`config.mk`:
```
export PLATFORM = sky130hd
export DESIGN_NAME = store_buffer
export DESIGN_NICKNAME = d
export VERILOG_FILES = /design/src/rtl/store_buffer.sv
export SDC_FILE = /design/constraint.sdc
export NUM_CORES = 1
export LEC_CHECK = 0
export CAP_MARGIN = 20
export CORE_UTILIZATION = 43
export DETAILED_ROUTE_END_ITERATION = 10
export PLACE_DENSITY = 0.67
export SLEW_MARGIN = 20
export SYNTH_ARGS = -nofsm -noshare
export SYNTH_HDL_FRONTEND = slang
export SYNTH_SLANG_ARGS = --single-unit
export TNS_END_PERCENT = 5
```
`constraint.sdc`:
```
create_clock -name clk -period 3.2 [get_ports clk]
set_input_delay 0.96 -clock clk [delete_from_list [all_inputs] [get_ports clk]]
set_output_delay 0.96 -clock clk [all_outputs]
set_load 0.01 [all_outputs]
```
`src/rtl/store_buffer.sv`:
```
// In-order store queue between the memory stage and store_unit: aligns byte/half/word
// stores into word address + replicated data + byte enables, and flags load-address hazards.
module store_buffer #(
  parameter int unsigned DEPTH = 4
) (
  input  logic        clk,
  input  logic        rstn_i,
  input  logic        req_i,
  input  logic [1:0]  size_i,
  input  logic [31:0] addr_i,
  input  logic [31:0] data_i,
  output logic        ready_o,
  output logic        misaligned_o,
  output logic        write_o,
  output logic [31:0] addr_o,
  output logic [31:0] data_o,
  output logic [3:0]  be_o,
  input  logic        valid_i,
  output logic        empty_o,
  input  logic [31:0] ld_addr_i,
  output logic        ld_hit_o
);

  localparam int unsigned PW = (DEPTH > 1) ? $clog2(DEPTH) : 1;
  localparam int unsigned CW = PW + 1;
  localparam logic [CW-1:0] FULL_CNT = CW'(DEPTH);

  logic [31:0]   addr_q [DEPTH];
  logic [31:0]   data_q [DEPTH];
  logic [3:0]    be_q   [DEPTH];
  logic [PW-1:0] wr_ptr_q, wr_ptr_d;
  logic [PW-1:0] rd_ptr_q, rd_ptr_d;
  logic [CW-1:0] count_q, count_d;

  logic          misaligned_s;
  logic          full_s;
  logic          empty_s;
  logic          push_s;
  logic          pop_s;
  logic          hit_s;
  logic [31:0]   al_data_s;
  logic [3:0]    al_be_s;

  // Request decode: alignment of data/byte enables and misalignment detection
  always_comb begin
    al_data_s    = 32'h0000_0000;
    al_be_s      = 4'b0000;
    misaligned_s = 1'b0;
    case (size_i)
      2'd0: begin
        al_data_s = {4{data_i[7:0]}};
        al_be_s   = 4'b0001 << addr_i[1:0];
      end
      2'd1: begin
        al_data_s    = {2{data_i[15:0]}};
        al_be_s      = addr_i[1] ? 4'b1100 : 4'b0011;
        misaligned_s = addr_i[0];
      end
      2'd2: begin
        al_data_s    = data_i;
        al_be_s      = 4'b1111;
        misaligned_s = (addr_i[1:0] != 2'b00);
      end
      default: begin
        misaligned_s = 1'b1;
      end
    endcase
  end

  assign full_s  = (count_q == FULL_CNT);
  assign empty_s = (count_q == {CW{1'b0}});
  // A full FIFO blocks the push even if the head pops this cycle.
  assign push_s  = req_i & ~full_s & ~misaligned_s;
  assign pop_s   = valid_i & ~empty_s;

  // Pointer and occupancy next state
  always_comb begin
    wr_ptr_d = wr_ptr_q;
    rd_ptr_d = rd_ptr_q;
    count_d  = count_q;
    if (push_s) begin
      wr_ptr_d = wr_ptr_q + PW'(1);
    end else begin
      wr_ptr_d = wr_ptr_q;
    end
    if (pop_s) begin
      rd_ptr_d = rd_ptr_q + PW'(1);
    end else begin
      rd_ptr_d = rd_ptr_q;
    end
    case ({push_s, pop_s})
      2'b10:   count_d = count_q + CW'(1);
      2'b01:   count_d = count_q - CW'(1);
      default: count_d = count_q;
    endcase
  end

  // FIFO state and storage
  always_ff @(posedge clk or negedge rstn_i) begin
    if (!rstn_i) begin
      wr_ptr_q <= {PW{1'b0}};
      rd_ptr_q <= {PW{1'b0}};
      count_q  <= {CW{1'b0}};
      for (int i = 0; i < int'(DEPTH); i++) begin
        addr_q[i] <= 32'h0000_0000;
        data_q[i] <= 32'h0000_0000;
        be_q[i]   <= 4'b0000;
      end
    end else begin
      wr_ptr_q <= wr_ptr_d;
      rd_ptr_q <= rd_ptr_d;
      count_q  <= count_d;
      if (push_s) begin
        addr_q[wr_ptr_q] <= {addr_i[31:2], 2'b00};
        data_q[wr_ptr_q] <= al_data_s;
        be_q[wr_ptr_q]   <= al_be_s;
      end
    end
  end

  // Load hazard: compare every occupied slot, including a head popping this cycle
  always_comb begin
    logic [PW-1:0] offs;
    hit_s = 1'b0;
    offs  = {PW{1'b0}};
    for (int i = 0; i < int'(DEPTH); i++) begin
      offs = PW'(i) - rd_ptr_q;
      if ((CW'(offs) < count_q) && (addr_q[i][31:2] == ld_addr_i[31:2])) begin
        hit_s = 1'b1;
      end else begin
        hit_s = hit_s;
      end
    end
  end

  assign ready_o      = ~full_s;
  assign write_o      = ~empty_s;
  assign empty_o      = empty_s;
  assign misaligned_o = req_i & misaligned_s;
  assign ld_hit_o     = hit_s;
  assign addr_o       = addr_q[rd_ptr_q];
  assign data_o       = data_q[rd_ptr_q];
  assign be_o         = be_q[rd_ptr_q];

endmodule

```
[Word level (Yosys, flattened, before mapping)]
Index checks and enable logic that the tools add are counted.
Word-level totals
  register bits: 279
  latch bits: 0
  bits in writable memories: 0
  ROM bits: 0
  output and inout port bits: 73
  logic and storage cells: 83
  memories kept: 0
Operators by class
  add/subtract/negate cells: 8
  multiply operators: 0
  div/mod/pow operators: 0
  order comparisons: 7
  equal/unequal tests: 9
  shifts and indexed selects: 1
  mux-type cells: 25
  bitwise logic cells: 9
  reduce and logical (&&, ||, !) cells: 9
Operators with widths (count)
  128-bit bitwise mux: 2
  32-bit 2-to-1 mux: 5
  32-bit binary-select mux with 2-bit select: 2
  30-bit == test: 4
  32-bit one-hot mux with 3 select lines: 1
  32-bit demux with 2-bit select: 1
  16-bit bitwise mux: 1
  4-bit 2-to-1 mux: 4
  2-bit by 3-bit < comparator with 1-bit output: 4
  4-bit one-hot mux with 3 select lines: 1
  4-bit binary-select mux with 2-bit select: 1
  4-bit demux with 2-bit select: 1
  3-bit >= comparator, second input constant: 2
  2-bit NOT with 3-bit output: 2
  3-bit one-hot mux with 2 select lines: 1
  1-bit logical AND: 5
  2-bit by 1-bit adder with 2-bit output, second input constant: 2
  1-bit AND: 4
  2-bit by 1-bit == test with 1-bit output, second input constant: 2
  2-bit == test, second input constant: 2
  1-bit 2-to-1 mux: 4
  2-bit nonzero test: 2
  1-bit by 2-bit << shifter with 4-bit output, first input constant: 1
  1-bit by 2-bit subtractor with 2-bit output, first input constant: 2
  other kinds (9): 12

[Depth between registers and ports, before layout]
Gate-level depths: netlist of run 1.
  word-level depth: 7
  gate-level depth with buffers: 11
  mapped depth without buffers: 10

[Worst setup path before layout of run 1]
OpenSTA, ideal clock, no wires.
  path type: register to output
  start: register rd_ptr_q[0]
  end: output ld_hit_o
  arrival time: 2.385 ns
  path slack: -0.145 ns
  cell stages (with the launch flop): 11
  cell sequence: dfrtp_1 -> buf_2 -> buf_2 -> buf_2 -> xnor2_1 -> inv_1 -> ha_1 -> a2111o_1 -> a2111oi_0 -> nand4_1 -> nand4_1
On the way
  longest elaborated chain between the ends: 7
RTL lines
  start, declared: line 32  | logic [PW-1:0] rd_ptr_q, rd_ptr_d;
  start signal, assigned: line 102  | rd_ptr_q <= {PW{1'b0}};
  start signal, assigned: line 111  | rd_ptr_q <= rd_ptr_d;
  1-bit by 2-bit subtractor with 2-bit output: line 127  | offs = PW'(i) - rd_ptr_q;
  2-bit by 3-bit < comparator with 1-bit output: line 128  | if ((CW'(offs) < count_q) && (addr_q[i][31:2] == ld_addr_i[31:2])) begin
  1-bit logical AND: line 128
  1-bit 2-to-1 mux (3 in a row): line 128
  1-bit 2-to-1 mux (*): line 128
  end, declared: line 21  | output logic ld_hit_o
Every way passes the cells marked *; elsewhere a longest branch is shown, timed or not.

[Worst setup path after layout of run 1]
  start: input ld_addr_i[19]
  end: output ld_hit_o
On the way
  longest elaborated chain between the ends: 6
RTL lines
  start, declared: line 20  | input logic [31:0] ld_addr_i,
  30-bit == test: line 128
  1-bit logical AND: line 128
  1-bit 2-to-1 mux (3 in a row): line 128
  1-bit 2-to-1 mux (*): line 128
Marks and branches as above.

==> metrics.csv, run 1 <==
stage,metric,value,unit
synth,syn_avg_cell_area,12.3,um^2
worst_setup_path,reg2reg_slack,0.86,ns
pwr,p_comb_frac,0.449,
routing,wl,37100,um
synth,netlist_area,13800,um^2
cts,cts_htree_levels,1,
floorplanning,start_util,0.437,
worst_setup_path,cp.arrival,2.66,ns
worst_setup_path,crit_start,ld_addr_i[19],
status,outcome,"complete, but fails checks",
hold_path,hold_class,in -> async,
cts,cts_hold_buf,0,
timing,tightest_slew,0.725,ns
global_routing,grt_overflow,0,
floorplanning,ios,175,
pwr,internal-power,11400,uW
cts,cts_tree,built,
routing,viasPerCell,5.45,
floorplanning,die_x,181,um
synth,ys_async_sr_fraction,1.00,
placement,place_area,16200,um^2
routing,wire_per_inst,21.2,um
global_routing,first_global_vias,9808,
timing,grt_setup_unrepaired,yes,
timing,min_period_over_period,1.13,
cts,clk_path_buf_depth,3,
floorplanning,core-area,31500,um^2
pwr,switching_share,0.357,
worst_setup_path,path_buf_inv,2,
synth,ys_seq_area_frac,0.493,
synth,synth_flop_cell,dfrtp_1,
cts,cts.sinks,271,
worst_setup_path,critPathLaunchType,input pin,
cts,cts_made_buffers,30,
worst_setup_path,cp.depth,6,
placement,post-place-ws,-1.11,ns
final_layout,finish.utilization,0.549,
worst_setup_path,cpLargestDelayFamily,buffers and inverters,
routing,drt_iter0_markers,485,
worst_setup_path,r2r-start,count_q[1],
timing,slew_viol_final,0,
cts,clockRootBuffer,clkbuf_16,
timing,finalHoldViolations,0,
cts,clock_latency,0.56,ns
pwr,clockPowerShare,0.194,
run,maxCapViolCount,0,
worst_setup_path,reg2regPathDepth,7,
placement,portBuffers,170,
global_routing,antenna_found_initial,2,
worst_setup_path,path_common_cell,nand4_1,
worst_setup_path,critPathMaxStageDelay,0.61,ns
placement,placed_cells,1684,
synth,synthCells,1118,
pwr,powerDensity,1020,nW/um^2
final_layout,drive_above_1_share,0.314,
final_layout,nets,1432,
cts,clkSlewWorstSetupHoldPaths,0.06,ns
routing,drcViolationCount,0,
floorplanning,dieHeight,181,um
final_layout,layout.cells.non_filler,1746,
final_layout,syn2layout_area_growth,25.6,%
timing,max_slew_margin,0.517,
worst_setup_path,r2r-end,data_q[31],
worst_setup_path,crit_end,ld_hit_o,
timing,setup_viol,1,
pwr,p_leak,0.00780,uW
pwr,pwr-share-seq,0.358,
floorplanning,rows,65,
routing,postRouteAntennaNets,0,
placement,gp_congestion,0.878,
final_layout,stdcell_area,17300,um^2
synth,synth_edf_count,0,
worst_setup_path,required,2.24,ns
pwr,ir_drop,540,uV
global_routing,grt_max_degree,74,
synth,synthDistinctLibCells,35,
worst_setup_path,cp-end-kind,primary output,
routing,vias,9513,
final_layout,fillers,2627,
placement,place_hpwl,25600,um
synth,ys_ff_latch,271,
routing,dr.pass1.iters,4,
timing,fin_worst_skew,0.0131,ns
floorplanning,dieArea,32700,um^2
pwr,p_sw,6300,uW
status,violations,setup timing,
timing,finalWorstSetupSlack,-0.418,ns
timing,period_needed,3.62,ns
worst_setup_path,cp_cell_sequence,clkdlybuf4s50_1 > xor2_1 > a2111oi_1 > nand4_1 > nand4_1 > buf_2,
worst_setup_path,cpMaxStageDelayCell,clkdlybuf4s50_1,
timing,fmax,0.276,GHz
synth,yosysWarningCount,0,
worst_setup_path,path_max_fanout,4,
worst_setup_path,critPathKind,in -> out,
global_routing,grt_usage,0.231,
global_routing,grt_pass1_wl,58100,um
## worst min-delay path by stage
stage | end | cells past startpoint | startpoint | slack, ns
2_1_floorplan | be_q[4] | 2 | be_q[4] | 0.44
3_3_place_gp | data_q[54] | 2 | data_q[54] | 0.46
3_5_place_dp | data_q[59] | 2 | data_q[59] | 0.47
4_1_cts | addr_q[16] | 1 | rstn_i | 0.40
5_1_grt | addr_q[48] | 1 | rstn_i | 0.41
6_report | addr_q[48] | 1 | rstn_i | 0.37
## kinds of logic (layout without fill, tap and decap cells)
group                      count (synthesis)  in the layout  synth area share
DFF                                      271            271             0.493
xor gates and xnor gates                 128            128            0.0815
adders and majority gates                 10             10           0.00964
other                                      1              4          0.000273
muxes                                    193            193             0.226
AOI/OAI and AO/OA                        189            189            0.0719
and+or+nand+nor                          225            225            0.0734
buffers and inverters                    101            324            0.0448
## state kept, by name, summed over array words and instances (netlist names)
register / flops
data_q: 128
be_q: 16
wr_ptr_q: 2
addr_q: 120
count_q: 3
rd_ptr_q: 2
## layer usage
metal | vias to the layer above | global-route usage | part of all wire
li1 | 4322 | - | -
met1 | 4855 | 0.333 | 0.45
met2 | 275 | 0.366 | 0.47
met3 | 61 | 0.0331 | 0.052
met4 | 0 | 0.0639 | 0.026
met5 | - | 0 | 0
## synth_stat cells (2+ instances only)
| cell type | count | area (um^2) |
|---|---|---|
| dfrtp_1 | 271 | 6780 |
| nand2_1 | 160 | 601 |
| o21ai_0 | 150 | 751 |
| xnor2_1 | 90 | 788 |
| mux2_2 | 68 | 766 |
| mux4_2 | 66 | 1490 |
| mux2_4 | 52 | 781 |
| xor2_1 | 38 | 333 |
| clkbuf_1 | 30 | 113 |
| a21oi_1 | 29 | 145 |
| buf_2 | 25 | 125 |
| nand4_1 | 25 | 156 |
| buf_4 | 18 | 135 |
| inv_1 | 13 | 48.8 |
| nor2_1 | 13 | 48.8 |
| nor2b_1 | 11 | 68.8 |
| ha_1 | 9 | 113 |
| nor4_1 | 8 | 50.1 |
| mux2i_1 | 7 | 70.1 |
| a2111oi_0 | 6 | 52.6 |
| buf_6 | 5 | 56.3 |
| buf_12 | 4 | 80.1 |
| nand2_4 | 4 | 45.0 |
| buf_8 | 3 | 45.0 |
| a2111o_1 | 2 | 22.5 |
| buf_1 | 2 | 7.51 |
## through the flow
step | power, uW | hold WS (ns) | setup TNS (ns)
floorplan | 10900 | 0.445 | 0
global placement | 14200 | 0.456 | -15.52
detailed placement | 14300 | 0.465 | -16.50
CTS | 18000 | 0.400 | -0.340
global route | 18700 | 0.410 | -0.376
finish | 17700 | 0.369 | -0.418
## area by class of cell
type | instances | area (um^2) | area share
sequential | 271 | 6790 | 0.393
multi-input combinational | 747 | 6580 | 0.381
timing repair buffer | 257 | 2360 | 0.137
clock buffer | 38 | 831 | 0.0481
tap | 402 | 503 | 0.0291
clock inverter | 16 | 151 | 0.00876
inverter | 13 | 48.8 | 0.00283
antenna | 2 | 5.00 | 0.000290
## timing repair
action	4_1_cts	5_1_grt
setup buffers	4	0
gates cloned	2	0
resized for setup	249	53
pin swaps	15	4
endpoints found under the setup margin	68	48
## power by group through the flow
stage,Clock [uW],Combinational (uW),Sequential [uW]
2_1_floorplan,0,4990,5900
3_3_place_gp,0,7960,6210
3_5_place_dp,0,8060,6280
4_1_cts,3470,8210,6290
5_1_grt,3620,8530,6510
6_report,3420,7930,6320
## placed cells by master (no fill, tap or decap), types with 4 or more instances in the layout
cell type and instances:
dfrtp_1 269, nand2_1 160, o21ai_0 150, xnor2_1 76, clkdlybuf4s50_1 74, mux2_2 68
mux4_2 66, buf_4 61, mux2_4 52, clkbuf_2 42, xor2_1 38, clkbuf_16 30
a21oi_1 29, dlygate4sd2_1 29, nand4_1 25, buf_2 20, buf_12 19, inv_1 13
xnor2_2 13, nor2_1 13, nor2b_1 11, clkinv_2 9, mux2i_1 7, ha_1 6
clkbuf_8 5, buf_16 5, nor4_2 4, nor4_1 4, nand2_4 4, clkinvlp_4 4
Note: power is estimated with default switching activity, not from simulation.
==> inputs of run 2 (changes only) <==
--- a/config.mk
+++ b/config.mk
@@ -5,10 +5,9 @@
 export SDC_FILE = /design/constraint.sdc
 export NUM_CORES = 1
 export LEC_CHECK = 0
-export CAP_MARGIN = 20
-export CORE_UTILIZATION = 43
+export CORE_UTILIZATION = 51
 export DETAILED_ROUTE_END_ITERATION = 10
-export PLACE_DENSITY = 0.67
+export PLACE_DENSITY = 0.77
 export SLEW_MARGIN = 20
 export SYNTH_ARGS = -nofsm -noshare
 export SYNTH_HDL_FRONTEND = slang
==> metrics.csv, run 2 (same netlist as run 1, synthesis figures left out) <==
stage,metric,value,unit,change
timing,slew_viol_final,0,,unchanged
routing,wl,39400,um,+6.3%
global_routing,grt_max_degree,86,,+16%
final_layout,layout_common_cells,"dfrtp_1, nand2_1, o21ai_0, xnor2_1, clkdlybuf4s50_1",,
final_layout,drive_above_1_share,0.276,,-0.0387
worst_setup_path,cp-end-kind,primary output,,
global_routing,antenna_found_initial,2,,unchanged
run,maxCapViolCount,0,,unchanged
global_routing,grt_usage,0.283,,+0.0515
cts,clockRootBuffer,clkbuf_16,,
final_layout,largest_register_ffs,128,,unchanged
floorplanning,rows,59,,-9.2%
cts,cts.sinks,271,,unchanged
timing,setup_tns,-0.366,ns,+0.0518 ns
final_layout,nets,1438,,+0.42%
global_routing,first_global_vias,10500,,+6.9%
placement,place_hpwl,25000,um,-2.3%
final_layout,layout.cells.non_filler,1686,,-3.4%
worst_setup_path,critPathKind,in -> out,,
floorplanning,start_util,0.523,,+0.0864
cts,clkSlewWorstSetupHoldPaths,0.06,ns,about the same
placement,post-place-ws,-1.20,ns,-0.0899 ns
floorplanning,ios,175,,unchanged
worst_setup_path,crit_start,ld_addr_i[12],,
cts,clk_path_buf_depth,3,,unchanged
placement,place_area,16200,um^2,about the same
timing,finalHoldViolations,0,,unchanged
worst_setup_path,r2r-start,count_q[2],,
pwr,p_leak,0.00844,uW,+8.2%
final_layout,stdcell_area,17800,um^2,+2.9%
timing,finalWorstSetupSlack,-0.366,ns,+0.0518 ns
worst_setup_path,path_max_fanout,3,,-1
global_routing,grt_pass1_wl,60300,um,+3.9%
routing,drt_iter0_markers,792,,+63%
floorplanning,dieHeight,166,um,-8.1%
routing,viasPerCell,5.91,,+8.5%
global_routing,grt_overflow,0,,unchanged
pwr,ir_drop,518,uV,-4.0%
worst_setup_path,required,2.24,ns,about the same
final_layout,regMostFlops,data_q,,
routing,drcViolationCount,10,,+10
final_layout,final_common_cell,dfrtp_1,,
floorplanning,core-area,26300,um^2,-17%
timing,max_slew_margin,0.556,,+0.0395
floorplanning,dieArea,27600,um^2,-16%
cts,cts_tree,built,,
cts,cts_made_buffers,29,,-3.3%
timing,period_needed,3.57,ns,-0.0518 ns
floorplanning,die_x,166,um,-8.1%
placement,gp_congestion,0.963,,+9.8%
final_layout,largestRegisters,"data_q x128, addr_q x120, be_q x16",,
worst_setup_path,cp.arrival,2.61,ns,-0.05 ns
timing,fin_worst_skew,0.00757,ns,-0.00554 ns
timing,min_period_over_period,1.11,,-0.0162
timing,grt_setup_unrepaired,yes,,
cts,clock_latency,0.55,ns,about the same
worst_setup_path,critPathLaunchType,input pin,,
cts,cts_hold_buf,0,,unchanged
status,outcome,"complete, but fails checks",,
timing,tightest_slew,0.666,ns,-0.0592 ns
placement,portBuffers,170,,unchanged
cts,cts_htree_levels,1,,unchanged
routing,dr.pass1.iters,8,,+4
timing,setup_viol,1,,unchanged
placement,placed_cells,1621,,-3.7%
timing,fin_worst_hold_slack,0.413,ns,+0.0442 ns
final_layout,syn2layout_area_growth,29.2,%,
pwr,powerDensity,1050,nW/um^2,+3.1%
routing,postRouteAntennaNets,0,,unchanged
routing,wire_per_inst,23.4,um,+10%
timing,fmax,0.280,GHz,+1.5%
hold_path,hold_class,in -> async,,
status,violations,"DRC, setup timing",,
routing,vias,9969,,+4.8%
[run 2: cell types whose count changed in the layout (fill, tap and decap cells not counted), sizes merged, moves of 2 or more]
cell / before / now
inv: 13 / 16
clkdlybuf4s50: 74 / 76
buf: 108 / 92
bufinv: 2 / 6
clkdlybuf4s15: 3 / 16
dlygate4sd2: 29 / 21
clkbuf: 80 / 47
clkinv: 10 / 4
dlymetal6s2s: 1 / 48
[run 2: metrics by stage]
stage,power (uW),util
after floorplan,10900,-
after global placement,14100,0.616
after detailed placement,14400,0.616
after CTS,18600,0.668
after global routing,19600,0.676
final,18700,0.676
[run 2: layout make-up]
type	count	area, um^2
inverter	13	48.8
clock buffer	37	826
fill	1769	8500
antenna	2	5.00
tap	335	419
multi-input combinational	747	6550
clock inverter	17	264
timing repair buffer	264	2880
sequential	271	6790
[run 2: worst paths after layout]
path | endpoint | slack [ns] | cells after the start
min | data_q[120] | 0.41 | 1
max reg2reg | count_q[2] | 0.90 | 11
max in group asynchronous | data_q[0] | 1.98 | 2
min reg2reg | data_q[3] | 0.47 | 2
max | ld_hit_o | -0.37 | 7
min in group clk | data_q[3] | 0.47 | 2
[run 2: power breakdown]
part / internal (uW) / switching, uW
registers: 5050 / 1300
logic: 4810 / 3810
clock network: 2320 / 1450
[run 2: timing repair]
item / 4_1_cts / 5_1_grt
pin swaps: 11 / 3
gates resized for setup: 88 / 81
buffers inserted: 3 / 0
setup endpoints to repair: 68 / 62
cloned: 4 / 3
[run 2: critical path, cell delays in order]
cell,delay [ns]
clkdlybuf4s50_1,0.45
buf_4,0.17
xor2_1,0.20
a2111oi_4,0.38
nand4_1,0.13
nand4_1,0.16
buf_2,0.15
[run 2: per-layer routing]
layer  part of all wire  track usage  wire [um]
met1               0.41        0.388      16000
met2               0.47        0.458      18600
met3              0.077       0.0429       3040
met4              0.043        0.108       1690
met5                  0            0          0
